[src/rtl/sobel_pkg.sv]
// Shared state encodings for the sobel_uc control unit.
// db_estado exposes these codes directly.
package sobel_pkg;

  localparam int ST_W = 4;

  typedef enum logic [ST_W-1:0] {
    OCIOSO    = 4'd0,
    RECEBE    = 4'd1,
    CALCULA   = 4'd2,
    TX_INICIA = 4'd3,
    TX_ESPERA = 4'd4,
    FIM       = 4'd5,
    ERRO      = 4'd15
  } state_t;

endpackage

[src/rtl/sobel_uc.sv]
// Control unit sequencing one receive / Sobel compute / transmit frame.
// Optional receive watchdog compiled in with SOBEL_UC_TIMEOUT_EN.
module sobel_uc
  import sobel_pkg::*;
#(
  parameter int IMG_W          = 64,
  parameter int IMG_H          = 64,
  parameter int TIMEOUT_CYCLES = 50_000_000
) (
  input  logic            clock,
  input  logic            reset,
  input  logic            iniciar,
  input  logic            rx_pronto,
  input  logic            sobel_fim_imagem,
  input  logic            tx_pronto,
  output logic            rx_enable,
  output logic            sobel_calcula,
  output logic            tx_partida,
  output logic            tx_enable,
  output logic            pronto,
  output logic            erro,
  output logic [ST_W-1:0] db_estado
);

  localparam int RX_TOTAL = IMG_W * IMG_H;
  localparam int TX_TOTAL = (IMG_W - 2) * (IMG_H - 2);
  localparam int CNT_W    = $clog2(RX_TOTAL + 1);

  localparam logic [CNT_W-1:0] RX_LAST = CNT_W'(RX_TOTAL - 1);
  localparam logic [CNT_W-1:0] TX_END  = CNT_W'(TX_TOTAL);

  state_t           state;
  state_t           state_n;
  logic [CNT_W-1:0] rx_cnt;
  logic [CNT_W-1:0] tx_cnt;
  logic [CNT_W-1:0] tx_cnt_inc;
  logic             frame_go;
  logic             wd_hit;

  assign frame_go   = (state == OCIOSO) && iniciar;
  assign tx_cnt_inc = tx_cnt + CNT_W'(1);

`ifdef SOBEL_UC_TIMEOUT_EN
  localparam int WD_W = $clog2(TIMEOUT_CYCLES + 1);

  logic [WD_W-1:0] wd_cnt;

  assign wd_hit = (wd_cnt == WD_W'(TIMEOUT_CYCLES));

  // Idle time is measured only while waiting for bytes.
  always_ff @(posedge clock or posedge reset) begin
    if (reset) begin
      wd_cnt <= '0;
    end else if (frame_go) begin
      wd_cnt <= '0;
    end else if (state == RECEBE) begin
      if (rx_pronto)
        wd_cnt <= '0;
      else if (!wd_hit)
        wd_cnt <= wd_cnt + WD_W'(1);
    end
  end

  assign erro = (state == ERRO);
`else
  logic unused_timeout;

  assign unused_timeout = |TIMEOUT_CYCLES;
  assign wd_hit         = 1'b0;
  assign erro           = 1'b0;
`endif

  always_ff @(posedge clock or posedge reset) begin
    if (reset)
      state <= OCIOSO;
    else
      state <= state_n;
  end

  always_ff @(posedge clock or posedge reset) begin
    if (reset) begin
      rx_cnt <= '0;
      tx_cnt <= '0;
    end else if (frame_go) begin
      rx_cnt <= '0;
      tx_cnt <= '0;
    end else begin
      if (state == RECEBE && rx_pronto)
        rx_cnt <= rx_cnt + CNT_W'(1);
      if (state == TX_ESPERA && tx_pronto)
        tx_cnt <= tx_cnt_inc;
    end
  end

  always_comb begin
    state_n = state;
    unique case (state)
      OCIOSO: begin
        if (iniciar)
          state_n = RECEBE;
      end
      RECEBE: begin
        if (wd_hit)
          state_n = ERRO;
        else if (rx_pronto && rx_cnt == RX_LAST)
          state_n = CALCULA;
      end
      CALCULA: begin
        if (sobel_fim_imagem)
          state_n = TX_INICIA;
      end
      TX_INICIA: state_n = TX_ESPERA;
      TX_ESPERA: begin
        if (tx_pronto)
          state_n = (tx_cnt_inc == TX_END) ? FIM : TX_INICIA;
      end
      FIM:     state_n = OCIOSO;
      ERRO:    state_n = ERRO;
      default: state_n = OCIOSO;
    endcase
  end

  assign rx_enable     = (state == RECEBE);
  assign sobel_calcula = (state == CALCULA);
  assign tx_partida    = (state == TX_INICIA);
  assign tx_enable     = (state == TX_INICIA) || (state == TX_ESPERA);
  assign pronto        = (state == FIM);
  assign db_estado     = state;

endmodule

[config.mk]
export PLATFORM = sky130hd
export DESIGN_NAME = sobel_uc
export DESIGN_NICKNAME = d
export VERILOG_FILES = /design/src/rtl/sobel_pkg.sv /design/src/rtl/sobel_uc.sv
export SDC_FILE = /design/constraint.sdc
export NUM_CORES = 1
export LEC_CHECK = 0
export ABC_CLOCK_PERIOD_IN_PS = 2900
export CAP_MARGIN = 5
export CORE_MARGIN = 5
export CORE_UTILIZATION = 51
export DETAILED_ROUTE_END_ITERATION = 7
export PLACE_DENSITY = 0.84
export SETUP_SLACK_MARGIN = 0.2
export SLEW_MARGIN = 20
export SYNTH_ARGS = -nofsm -noshare
export SYNTH_HDL_FRONTEND = slang
export SYNTH_SLANG_ARGS = --single-unit
export TNS_END_PERCENT = 20
[constraint.sdc]
create_clock -name clock -period 2.9 [get_ports clock]
set_input_delay 0.29 -clock clock [delete_from_list [all_inputs] [get_ports clock]]
set_output_delay 0.29 -clock clock [all_outputs]
set_load 0.02 [all_outputs]
==> results.yml <==
placed_design:
  place_congestion: 0.810
  hpwl_mm: 2.54
  dp_slack_ns: 0.670
  post_dp_cell_area_um2: 1950
  io_buffer_count: 14
  dp.cells: 258
sta:
  fmax_mhz: 391
  setup_ws_ns: 0.342
  min_period_ns: 2.56
  hold_violations: 0
  slew_headroom_pct: 44.5
  grt_setup_unrepaired: "false"
  tns_ns: 0
  hold_ws_ns: 0.320
  slew_violations: 0
  period_share_pct: 88.2
  setup_viol: 0
  tightest_slew_ns: 0.830
  clock_skew_ns: 0.00557
worst_setup_path:
  cpPeakStageDelay_ns: 0.71
  critical_path_arrival_ns: 2.27
  cp.depth: 3
  critPathLaunchType: "flip-flop"
  slowest_stage: "or4b_2"
  crit_type: "reg2out"
  critPathTopFamily: "simple AND/OR/NAND/NOR gates"
  crit_path_cell_trace: "or4b_2 -> o21ai_0 -> clkdlybuf4s50_1"
  worst-path-buf-inv: 1
  required_ns: 2.61
  critPathMaxFanout: 10
  end_kind: "output port"
  reg2regPathDepth: 6
route:
  routed-wl-met2_mm: 1.59
  wl_met3_um: 148
  first_iter_violations: 98
  viasPerCell: 5.71
  final_antenna_net_count: 0
  vias: 1514
  top_layer: "met4"
  wl_met1_mm: 1.73
  wl_per_cell_um: 13.4
  drcViolationCount: 0
  drt-pass1-iter-count: 4
  wirelength_mm: 3.56
die:
  die_area_um2: 4800
  die_w_um: 69.3
  die_y_um: 69.3
  start_util_pct: 53.3
  ioPinCount: 16
  rows: 21
  core-area_um2: 3360
logic_synthesis:
  syn_nets: 217
  yosysWarnings: 0
  avgSynthCellArea_um2: 8.63
  async_flop_share_pct: 100
  synth_edf_count: 0
  synth-main-ff-cell: "dfrtp_1"
  synth.distinct_cells: 45
  seq_area_frac_synth_pct: 41.8
  synth_seq_cells: 30
  synth.cell_area_um2: 1790
  syn_inst: 208
clock_network:
  cts_num_sinks: 30
  clkLatencyLatePin_ns: 0.33
  cts_buffer_depth: 2
  clockRootBuffer: "clkbuf_4"
  cts_tree: "done"
  numCtsBuffers: 5
  clk_pin_slew_worst_paths_ns: 0.09
  h-tree-depth: 2
  cts_setup_buffers: 0
grt:
  first_global_vias: 1423
  antenna_found_initial: 0
  grt.overflow.total: 0
  grt_start_max_net_pins: 31
  grt_pass1_wl_mm: 6.34
  grt_usage_pct: 16.3
pwr:
  p_per_area_nw_per_um2: 634
  ir_drop_mv: 0.214
  power_leakage_nw: 0.802
run:
  cap_violations: 0
worst_hold_path:
  hp-class: "in2async"
final_layout:
  area_delta_synth_final_pct: 11.4
  drive_gt1_share_pct: 6.39
  finalNetCount: 228
  diodes: 0
  final_cell_count_no_fill: 265
  design_area_um2: 2000
status:
  status: "completed"
sequential cells by signal, indices dropped and copies added, names as in the netlist:
register and count:
tx_cnt 13, rx_cnt 13, db_estado 4
cell usage after synthesis, types with 2 or more instances:
library cell,instances,share of area [%]
nor4b_1,2,0.98
dfrtp_1,30,42
nor3_1,3,0.84
xor2_1,4,2.0
buf_2,2,0.56
nor2_1,20,4.2
nor2b_1,2,0.70
clkbuf_1,9,1.9
nand4_1,5,1.7
nand3_1,11,3.1
a21oi_1,7,2.0
o21ai_0,26,7.3
nand2b_1,2,0.70
inv_1,4,0.84
or3_1,8,2.8
and3_1,4,1.4
mux2i_1,2,1.1
and2_1,3,1.0
o31ai_1,3,1.3
xnor2_1,10,4.9
and4_1,2,0.98
nand2_1,24,5.0
ha_1,3,2.1
timing repair:
action                                  4_1_cts  5_1_grt
hold buffers                                  0        0
gates resized for setup                       0        1
endpoints found under the setup margin        0        1
logic make-up (layout without fill, tap and decap cells):
group	count (synthesis)	after routing	synth area share, %
and+or+nand+nor	97	97	29.6
AOI/OAI and AO/OA	44	44	14.0
DFF	30	30	41.8
buffers and inverters	17	28	4.32
xor gates and xnor gates	14	14	6.83
adders and majority gates	3	3	2.09
muxes	2	2	1.12
other	1	1	0.209
routing by layer:
| metal | up-vias | track usage [%] |
|---|---|---|
| met5 | - | 0 |
| met4 | 0 | 8.46 |
| met3 | 9 | 5.22 |
| met2 | 30 | 25.0 |
| met1 | 722 | 20.5 |
| li1 | 753 | - |
layout by cell type (no fill, tap or decap), types with 3 or more instances in the layout:
| cell type | instances |
|---|---|
| or3_1 | 8 |
| nand2_1 | 24 |
| nand4_1 | 5 |
| o31ai_1 | 3 |
| ha_1 | 3 |
| nor2_1 | 20 |
| and2_1 | 3 |
| and3_1 | 4 |
| clkdlybuf4s50_1 | 14 |
| nor3_1 | 3 |
| dfrtp_1 | 29 |
| xnor2_1 | 10 |
| xor2_1 | 4 |
| nand3_1 | 11 |
| inv_1 | 4 |
| a21oi_1 | 7 |
| clkbuf_4 | 5 |
| buf_4 | 3 |
| o21ai_0 | 26 |
power breakdown:
part | total [mW] | switching [mW] | internal (mW)
clock | 0.229 | 0.138 | 0.0912
sequential | 0.553 | 0.0896 | 0.463
combinational | 0.485 | 0.258 | 0.227
total | 1.27 | 0.485 | 0.781
final cells by class:
class,instances,area [µm²]
Fill cell,315,1370
Multi-Input combinational cell,161,966
Inverter,4,15.0
Tap cell,46,57.6
Timing Repair Buffer,17,163
Clock buffer,7,45.0
Sequential cell,30,752
stage by stage:
step           util, %  power [mW]
5_1_grt           59.4        1.35
3_3_place_gp      58.0        1.03
4_1_cts           59.4        1.28
3_5_place_dp      58.0        1.05
6_report          59.4        1.27
2_1_floorplan        -       0.876
worst paths after layout:
path	start	end	slack, ns
max	db_estado[3]	tx_enable	0.34
min	reset	rx_cnt[7]	0.32
max reg2reg	tx_cnt[0]	db_estado[1]	0.68
min reg2reg	tx_cnt[12]	tx_cnt[12]	0.50
max in group asynchronous	reset	db_estado[1]	2.28
min in group clock	tx_cnt[12]	tx_cnt[12]	0.50
tightest hold or removal path: stages:
cell	delay (ns)
clkdlybuf4s50_1	0.39
inv_1	0.05
buf_4	0.33
Note: power is estimated with default switching activity, not from simulation.
